**src/rtl/maint_scheduler_pkg.sv**
```systemverilog
// Shared maintenance constants and the saturating refresh-pending update
// used by the maintenance request scheduler.
package maint_scheduler_pkg;

    localparam int CNT_WIDTH     = 28;
    localparam int DEF_MAX_PEND  = 8;
    localparam int DEF_URGENT_TH = 6;

    localparam logic [CNT_WIDTH-1:0] DEF_TREFI = 28'd7800;
    localparam logic [CNT_WIDTH-1:0] DEF_TZQI  = 28'd1000000;
    localparam logic [CNT_WIDTH-1:0] DEF_TPRI  = 28'd50000;

    // Returns {overflow_event, next_count}; simultaneous tick and ack cancel.
    function automatic logic [4:0] pend_step(input logic [3:0] cur,
                                             input logic       tick,
                                             input logic       ack,
                                             input logic [3:0] max_p);
        logic [4:0] res;
        case ({tick, ack})
            2'b10: begin
                if (cur == max_p) begin
                    res = {1'b1, cur};
                end else begin
                    res = {1'b0, cur + 4'd1};
                end
            end
            2'b01: begin
                if (cur == 4'd0) begin
                    res = {1'b0, cur};
                end else begin
                    res = {1'b0, cur - 4'd1};
                end
            end
            default: res = {1'b0, cur};
        endcase
        return res;
    endfunction

endpackage

```
**src/rtl/maint_scheduler_timer.sv**
```systemverilog
// Reloadable down counter issuing a one-cycle tick every `interval` cycles
// while enabled; held at its reload value when disabled or interval is 0.
module maint_timer
    import maint_scheduler_pkg::*;
#(
    parameter int W = CNT_WIDTH
) (
    input  logic         clk,
    input  logic         rst_n,
    input  logic         en,
    input  logic [W-1:0] interval,
    output logic         tick
);

    logic [W-1:0] cnt_q;
    logic [W-1:0] cnt_d;
    logic         tick_s;

    // Next count and tick; a zero count (after reset) loads without ticking.
    always_comb begin
        cnt_d  = cnt_q;
        tick_s = 1'b0;
        if (!en || (interval == '0)) begin
            cnt_d = interval;
        end else if (cnt_q == W'(1)) begin
            tick_s = 1'b1;
            cnt_d  = interval;
        end else if (cnt_q == '0) begin
            cnt_d = interval;
        end else begin
            cnt_d = cnt_q - W'(1);
        end
    end

    // Counter state register.
    always_ff @(posedge clk or negedge rst_n) begin
        if (!rst_n) begin
            cnt_q <= '0;
        end else begin
            cnt_q <= cnt_d;
        end
    end

    assign tick = tick_s;

endmodule

```
**src/rtl/maint_scheduler.sv**
```systemverilog
// Periodic maintenance request scheduler: refresh, ZQ-short and periodic read.
// Define ZQ_CAL_EN to build the ZQ timer and request path; otherwise zq_req is 0.
module maint_scheduler #(
    parameter int MAX_PEND  = maint_scheduler_pkg::DEF_MAX_PEND,
    parameter int URGENT_TH = maint_scheduler_pkg::DEF_URGENT_TH,
    parameter int CNT_WIDTH = maint_scheduler_pkg::CNT_WIDTH
) (
    input  logic                 clk,
    input  logic                 rst_n,
    input  logic                 maint_en,
    input  logic [CNT_WIDTH-1:0] trefi,
    input  logic [CNT_WIDTH-1:0] tzq_int,
    input  logic [CNT_WIDTH-1:0] tpr_int,
    output logic                 autoref_req,
    input  logic                 autoref_ack,
    output logic                 zq_req,
    input  logic                 zq_ack,
    output logic                 pr_rd_req,
    input  logic                 periodic_read_lock,
    output logic [3:0]           ref_pending,
    output logic                 ref_urgent,
    output logic                 ref_overflow
);
    import maint_scheduler_pkg::*;

    logic       ref_tick_s;
    logic       pr_tick_s;
    logic       lock_rise_s;
    logic       ovf_set_s;

    logic [3:0] pend_q, pend_d;
    logic       ovf_q, ovf_d;
    logic       urgent_q, urgent_d;
    logic       pr_pend_q, pr_pend_d;
    logic       lock_q, lock_d;
    logic       autoref_req_q, autoref_req_d;
    logic       pr_rd_req_q, pr_rd_req_d;

    maint_timer #(.W(CNT_WIDTH)) u_ref_timer (
        .clk      (clk),
        .rst_n    (rst_n),
        .en       (maint_en),
        .interval (trefi),
        .tick     (ref_tick_s)
    );

    maint_timer #(.W(CNT_WIDTH)) u_pr_timer (
        .clk      (clk),
        .rst_n    (rst_n),
        .en       (maint_en),
        .interval (tpr_int),
        .tick     (pr_tick_s)
    );

    assign lock_rise_s = periodic_read_lock & ~lock_q;

    // Refresh bookkeeping and periodic-read request; urgency masks the lower-priority reads.
    always_comb begin
        {ovf_set_s, pend_d} = pend_step(pend_q, ref_tick_s, autoref_ack, 4'(MAX_PEND));
        ovf_d    = ovf_q | ovf_set_s;
        urgent_d = (pend_d >= 4'(URGENT_TH));
        lock_d   = periodic_read_lock;
        if (pr_tick_s) begin
            pr_pend_d = 1'b1;
        end else if (lock_rise_s) begin
            pr_pend_d = 1'b0;
        end else begin
            pr_pend_d = pr_pend_q;
        end
        autoref_req_d = (pend_d != 4'd0);
        pr_rd_req_d   = pr_pend_d & ~urgent_d & ~periodic_read_lock;
    end

    // Refresh, periodic-read and request state registers.
    always_ff @(posedge clk or negedge rst_n) begin
        if (!rst_n) begin
            pend_q        <= 4'd0;
            ovf_q         <= 1'b0;
            urgent_q      <= 1'b0;
            pr_pend_q     <= 1'b0;
            lock_q        <= 1'b0;
            autoref_req_q <= 1'b0;
            pr_rd_req_q   <= 1'b0;
        end else begin
            pend_q        <= pend_d;
            ovf_q         <= ovf_d;
            urgent_q      <= urgent_d;
            pr_pend_q     <= pr_pend_d;
            lock_q        <= lock_d;
            autoref_req_q <= autoref_req_d;
            pr_rd_req_q   <= pr_rd_req_d;
        end
    end

`ifdef ZQ_CAL_EN
    logic zq_tick_s;
    logic zq_pend_q, zq_pend_d;
    logic zq_req_q, zq_req_d;

    maint_timer #(.W(CNT_WIDTH)) u_zq_timer (
        .clk      (clk),
        .rst_n    (rst_n),
        .en       (maint_en),
        .interval (tzq_int),
        .tick     (zq_tick_s)
    );

    // ZQ pending flag: a tick wins over a same-cycle ack.
    always_comb begin
        if (zq_tick_s) begin
            zq_pend_d = 1'b1;
        end else if (zq_ack) begin
            zq_pend_d = 1'b0;
        end else begin
            zq_pend_d = zq_pend_q;
        end
        zq_req_d = zq_pend_d & ~urgent_d;
    end

    // ZQ state registers.
    always_ff @(posedge clk or negedge rst_n) begin
        if (!rst_n) begin
            zq_pend_q <= 1'b0;
            zq_req_q  <= 1'b0;
        end else begin
            zq_pend_q <= zq_pend_d;
            zq_req_q  <= zq_req_d;
        end
    end

    assign zq_req = zq_req_q;
`else
    logic unused_zq_s;
    assign unused_zq_s = ^{tzq_int, zq_ack};
    assign zq_req      = 1'b0;
`endif

    assign autoref_req  = autoref_req_q;
    assign pr_rd_req    = pr_rd_req_q;
    assign ref_pending  = pend_q;
    assign ref_urgent   = urgent_q;
    assign ref_overflow = ovf_q;

endmodule

```
**config.mk**
```make
export PLATFORM = sky130hd
export DESIGN_NAME = maint_scheduler
export DESIGN_NICKNAME = d
export VERILOG_FILES = /design/src/rtl/maint_scheduler_pkg.sv /design/src/rtl/maint_scheduler_timer.sv /design/src/rtl/maint_scheduler.sv
export SDC_FILE = /design/constraint.sdc
export NUM_CORES = 1
export LEC_CHECK = 0
export CELL_PAD_IN_SITES_DETAIL_PLACEMENT = 1
export CELL_PAD_IN_SITES_GLOBAL_PLACEMENT = 1
export CORE_MARGIN = 2
export CORE_UTILIZATION = 35
export CTS_CLUSTER_SIZE = 14
export DETAILED_ROUTE_END_ITERATION = 10
export PLACE_DENSITY = 0.84
export SETUP_SLACK_MARGIN = 0.3
export SKIP_LAST_GASP = 1
export SLEW_MARGIN = 15
export SYNTH_ARGS = -nofsm -noshare
export SYNTH_HDL_FRONTEND = slang
export SYNTH_SLANG_ARGS = --single-unit
```
**constraint.sdc**
```tcl
create_clock -name clk -period 4.2 [get_ports clk]
set_clock_uncertainty 0.1 [all_clocks]
set_input_delay 0.63 -clock clk [delete_from_list [all_inputs] [get_ports clk]]
set_output_delay 0.63 -clock clk [all_outputs]
set_load 0.05 [all_outputs]
```
==> results.yml, run 1 <==
outcome:
  outcome: "complete, no violations"
synth:
  syn_inst: 368
  yosys.area.top_type: "dfrtp_1"
  yosysWarnings: 0
  ys_ff_latch: 66
  synth_fp_nets: 468
  syn_area_mm2: 0.00399
  ys_seq_area_frac: 0.414
  ys.flop_type: "dfrtp_1"
  ys_async_sr_fraction: 1.00
  synth.avg_cell_area_um2: 10.8
  yosys.cell_types.count: 44
  yosysTopAreaCellShare: 0.414
  synthTopCellsByArea: "dfrtp_1, mux2_2, xor2_1"
  synth_edf_count: 0
floorplan:
  dieWidth_um: 111
  io_pins: 99
  core-area_mm2: 0.0110
  start_util: 0.363
  die_h_um: 111
  die-area_mm2: 0.0123
  rows: 38
sta:
  setup_viol: 0
  relSlewSlack: 0.456
  hold_violations: 0
  fin_crit_sh: 0.878
  fmax_mhz: 271
  finalMaxSlewViolations: 0
  worst_pin_slew_ps: 804
  rsz0062_at_grt: "false"
  tns_ps: 0
  fin_crit_ps: 3690
global_routing:
  grt_pass1_wl_mm: 17.1
  grt.overflow.total: 0
  grt_max_degree: 45
  antenna_found_initial: 0
  first_global_vias: 3475
  track_usage: 0.170
worst_setup_path:
  path_cells: "or3_4, or4_4, or4_4, or3_4, ha_1, inv_1, and3_1, o21ai_0, o211a_1, or4_1"
  cp-end-kind: "register"
  crit_slowest_cell: "or4_4"
  max_stage_delay_ps: 510
  cp_num_buf_inv: 1
  crit_arrival_ps: 3780
  critPathLaunchType: "register"
  required_ps: 4290
  path_class: "register to register"
  cp_max_fo: 7
  critical_path.top_delay_family: "simple AND/OR/NAND/NOR gates"
run:
  maxCapViolCount: 0
route:
  antenna_left: 0
  totalWireLength_mm: 10.1
  wl_per_cell_um: 17.3
  drc: 0
  drtPass1Iterations: 4
  drtIter0Drc: 88
  avgViaCountPerCell: 5.35
  vias: 3141
clock_network:
  cts_tree: "built"
  clk_latency_ps: 330
  path_clk_slew_ps: 60
  cts_hold_buf: 0
  clock_path_buffers: 2
  htreeDepth: 3
  postCtsSetupRepairBufs: 0
  numCtsBuffers: 9
  clkSinkCount: 66
  clock-root-buffer: "clkbuf_16"
placed_design:
  finalWeightedCongestion: 0.795
  placed_area_mm2: 0.00479
  io_buffers: 68
  hpwl_mm: 7.64
  post-place-cells: 571
final_layout:
  n_fill_cell: 1213
  layout.nets: 542
  fin_cells: 587
  num_antenna_cells: 0
  area_growth_pct: 28.3
  multi_input_area_mm2: 0.00223
  register_area_mm2: 0.00165
  drive_above_1_share: 0.199
  final_cell_area_mm2: 0.00511
min_path:
  hold_class: "input port to async pin"
power_and_ir_drop:
  powerDensity_mw_per_mm2: 413
  peakVddDrop_mv: 0.307
  leakage_nw: 2.12
[power breakdown]
group | switching (W) | internal, W | total [W]
registers | 0.000106 | 0.000723 | 0.000829
clock network | 0.000270 | 0.000457 | 0.000727
logic | 0.000282 | 0.000272 | 0.000554
total | 0.000657 | 0.00145 | 0.00211
[layout by cell type, fill, tap and decap left out, types with 13 or more instances in the layout]
cell type        count
clkdlybuf4s50_1     67
dfrtp_1             66
inv_1               13
mux2_2              35
mux2_4              19
nand2_1             16
nor2_1              19
nor3_1              24
nor4_1              28
xor2_1              37
[cell families (layout without fill, tap and decap cells)]
logic type,count (synthesis),after routing,share of synthesized area
AO/OA/AOI/OAI,27,27,0.0455
flip-flops,66,66,0.414
multiplexers,58,58,0.180
adder cells (fa/ha/maj),10,10,0.0314
AND/OR/NAND/NOR,134,134,0.187
buffers and inverters,24,103,0.0355
other,1,1,0.000940
XOR/XNOR,48,48,0.105
[metrics by stage]
step           utilization  total power (W)  hold WS, ps  setup WS (ps)
6_report             0.466          0.00211          170            511
5_1_grt              0.466          0.00222          211            382
4_1_cts              0.464          0.00212          190            364
3_5_place_dp         0.437          0.00139          379            166
3_3_place_gp         0.437          0.00135          376            351
2_1_floorplan            -          0.00118          234            392
[flip-flops by register name (all words and copies together) (netlist names)]
register	flops
ref_overflow	1
lock_q	1
pr_pend_q	1
pr_rd_req	1
ref_urgent	1
u_pr_timer.cnt_q	28
autoref_req	1
ref_pending	4
u_ref_timer.cnt_q	28
[final cells by class]
cell class / count / area share
tap: 140 / 0.0342
timing repair buffer: 74 / 0.141
sequential: 66 / 0.323
clock buffer: 11 / 0.0455
clock inverter: 5 / 0.0108
inverter: 13 / 0.00954
multi-input combinational: 278 / 0.436
[Yosys cell counts (2+ instances only)]
master / number
and2_1: 2
inv_1: 13
nor4_1: 28
mux2_4: 19
xor2_1: 37
and3_1: 2
nand2_1: 16
nand2b_1: 4
nor2_1: 19
clkbuf_1: 6
or4_1: 4
or4_4: 2
nor4b_1: 2
o31ai_1: 5
mux2i_1: 4
dfrtp_1: 66
xnor2_1: 11
or2_2: 3
ha_1: 10
nor2b_1: 4
or3_1: 5
or3_2: 2
a22oi_1: 2
nand3_1: 7
nand4_1: 6
o21ai_0: 9
buf_12: 2
mux2_2: 35
buf_6: 2
nor3_1: 24
nor3b_1: 2
a21oi_1: 3
[metal layers]
metal | part of all wire | GRT usage
met1 | 0.45 | 0.213
met2 | 0.52 | 0.304
met3 | 0.023 | 0.0268
met4 | 0.012 | 0.0467
met5 | 0 | 0
[timing repair]
| action | in CTS | in global routing |
|---|---|---|
| pin swaps | 0 | 0 |
| gates resized for setup | 4 | 4 |
| endpoints found under the setup margin | 2 | 3 |
[final timing paths]
kind / startpoint / endpoint / slack, ps / cells after the start
max: u_ref_timer.cnt_q[17]$_DFF_PN0_ / autoref_req$_DFF_PN0_ / 510 / 10
min: rst_n / u_pr_timer.cnt_q[23]$_DFF_PN0_ / 170 / 1
max reg2reg: u_ref_timer.cnt_q[17]$_DFF_PN0_ / autoref_req$_DFF_PN0_ / 510 / 10
min reg2reg: ref_overflow$_DFF_PN0_ / ref_overflow$_DFF_PN0_ / 390 / 1
max in group asynchronous: rst_n / u_ref_timer.cnt_q[26]$_DFF_PN0_ / 2840 / 2
min in group clk: ref_overflow$_DFF_PN0_ / ref_overflow$_DFF_PN0_ / 390 / 1
Power figures use the tool's default switching activity.
==> inputs of run 2 (changes only) <==
==> constraint.sdc (replaced) <==
create_clock -name clk -period 4.2 [get_ports clk]
set_clock_uncertainty 0.1 [all_clocks]
set_input_delay 0.84 -clock clk [delete_from_list [all_inputs] [get_ports clk]]
set_output_delay 0.84 -clock clk [all_outputs]
set_load 0.05 [all_outputs]
==> run 2 against run 1 <==
Compared with the run above: power increased by 1.9%; routed wire length rose by 0.59%; cell count unchanged; clock power up 4.8%; largest cell class unchanged; critical endpoint unchanged.
==> results.yml, run 2 (synthesis gave the netlist of run 1 again) <==
outcome:
  outcome: "complete, no violations"
placed_design:
  io_buffers: 68
  finalWeightedCongestion: 0.793
  hpwl_mm: 7.70
worst_setup_path:
  path_cells: "or3_4, or4_4, or4_4, or3_4, ha_1, nor2b_1, o31ai_2, o31ai_2, or4_1"
  reg2reg_from: "u_ref_timer.cnt_q[18]$_DFF_PN0_"
  path_class: "register to register"
  rr_worst_depth: 9
  critPathLaunchType: "register"
  crit_arrival_ps: 3840
  cp_max_fo: 7
  rr_endpoint: "autoref_req$_DFF_PN0_"
  cp_num_buf_inv: 0
  cp-end-kind: "register"
  rrSetupSlack_ps: 450
  required_ps: 4300
  max_stage_delay_ps: 510
  critical_path.top_delay_family: "simple AND/OR/NAND/NOR gates"
  crit_slowest_cell: "or4_4"
clock_network:
  clock_path_buffers: 2
  clkSinkCount: 66
  postCtsSetupRepairBufs: 0
  numCtsBuffers: 9
  path_clk_slew_ps: 60
  htreeDepth: 3
  cts_hold_buf: 0
  clk_latency_ps: 340
  cts_tree: "built"
  clock-root-buffer: "clkbuf_16"
floorplan:
  die-area_mm2: 0.0123
  dieWidth_um: 111
  die_h_um: 111
  core-area_mm2: 0.0110
  rows: 38
  io_pins: 99
  start_util: 0.363
final_layout:
  layout_commonest_cell: "clkdlybuf4s50_1"
  drive_above_1_share: 0.195
  fin_util: 0.466
  area_growth_pct: 28.4
  layout.nets: 542
  num_antenna_cells: 0
  mostFrequentLayoutCells: "clkdlybuf4s50_1, dfrtp_1, xor2_1, mux2_2, nor4_1"
min_path:
  worstHoldStart: "ref_overflow$_DFF_PN0_"
  hold-path-endpoint: "ref_overflow$_DFF_PN0_"
  hold_class: "register to register"
  worstHoldPathCells: 1
sta:
  fmax_mhz: 267
  tns_ps: 0
  hold_violations: 0
  worst_pin_slew_ps: 844
  setup_viol: 0
  finalMaxSlewViolations: 0
  rsz0062_at_grt: "false"
  relSlewSlack: 0.432
  fin_crit_ps: 3750
  fin_crit_sh: 0.892
run:
  maxCapViolCount: 0
route:
  antenna_left: 0
  drtIter0Drc: 119
  totalWireLength_mm: 10.2
  wl_per_cell_um: 17.4
  vias: 3114
  drc: 0
  avgViaCountPerCell: 5.30
  drtPass1Iterations: 4
power_and_ir_drop:
  powerDensity_mw_per_mm2: 420
  peakVddDrop_mv: 0.233
  leakage_nw: 2.13
global_routing:
  grt_pass1_wl_mm: 17.0
  track_usage: 0.172
  antenna_found_initial: 0
  first_global_vias: 3331
  grt_max_degree: 36
  grt.overflow.total: 0
-- run 2: cell count changes in the layout (fill, tap and decap cells not counted), sizes merged --
cell and change:
clkbuf +3, clkinvlp -2, clkinv -1
-- run 2: area by class of cell --
class / instances / area, um^2
tap: 140 / 175
multi-input combinational: 278 / 2230
inverter: 13 / 48.8
timing repair buffer: 74 / 721
fill: 1214 / 5860
sequential: 66 / 1650
clock buffer: 14 / 264
clock inverter: 2 / 35.0
-- run 2: worst max-delay path by stage --
| stage | depth (start not counted) | end | start | slack, ps |
|---|---|---|---|---|
| global placement | 11 | autoref_req$_DFF_PN0_ | trefi[21] | 270 |
| finish | 9 | autoref_req$_DFF_PN0_ | u_ref_timer.cnt_q[18]$_DFF_PN0_ | 450 |
| CTS | 10 | autoref_req$_DFF_PN0_ | u_ref_timer.cnt_q[18]$_DFF_PN0_ | 400 |
| floorplan | 12 | autoref_req$_DFF_PN0_ | u_ref_timer.cnt_q[18]$_DFF_PN0_ | 390 |
| global route | 9 | autoref_req$_DFF_PN0_ | u_ref_timer.cnt_q[17]$_DFF_PN0_ | 310 |
| detailed placement | 11 | autoref_req$_DFF_PN0_ | trefi[17] | 120 |
-- run 2: routing by layer --
| metal | up-vias | share of wire | track usage |
|---|---|---|---|
| met4 | 0 | 0.017 | 0.0675 |
| met5 | - | 0 | 0 |
| met3 | 13 | 0.023 | 0.0219 |
| li1 | 1480 | - | - |
| met1 | 1559 | 0.45 | 0.220 |
| met2 | 62 | 0.51 | 0.294 |
-- run 2: through the flow --
step                      instances  power [W]  cell area, um^2  hold WS (ps)  setup WS [ps]
final                           587    0.00215             5120           398            454
after global routing            587    0.00226             5120           417            308
after CTS                       587    0.00216             5100           401            396
after detailed placement        571    0.00139             4790           389            117
after global placement          571    0.00135             4790           375            268
after floorplan                 368    0.00118             3990           360            392
-- run 2: report_power, final --
| group | switching, W | total (W) | internal [W] |
|---|---|---|---|
| Clock | 0.000270 | 0.000762 | 0.000491 |
| Sequential | 0.000106 | 0.000830 | 0.000723 |
| Combinational | 0.000286 | 0.000560 | 0.000273 |
-- run 2: repair_timing --
action | in CTS | in global routing
setup endpoints to repair | 2 | 2
gates resized for setup | 3 | 4
pin swaps | 0 | 0
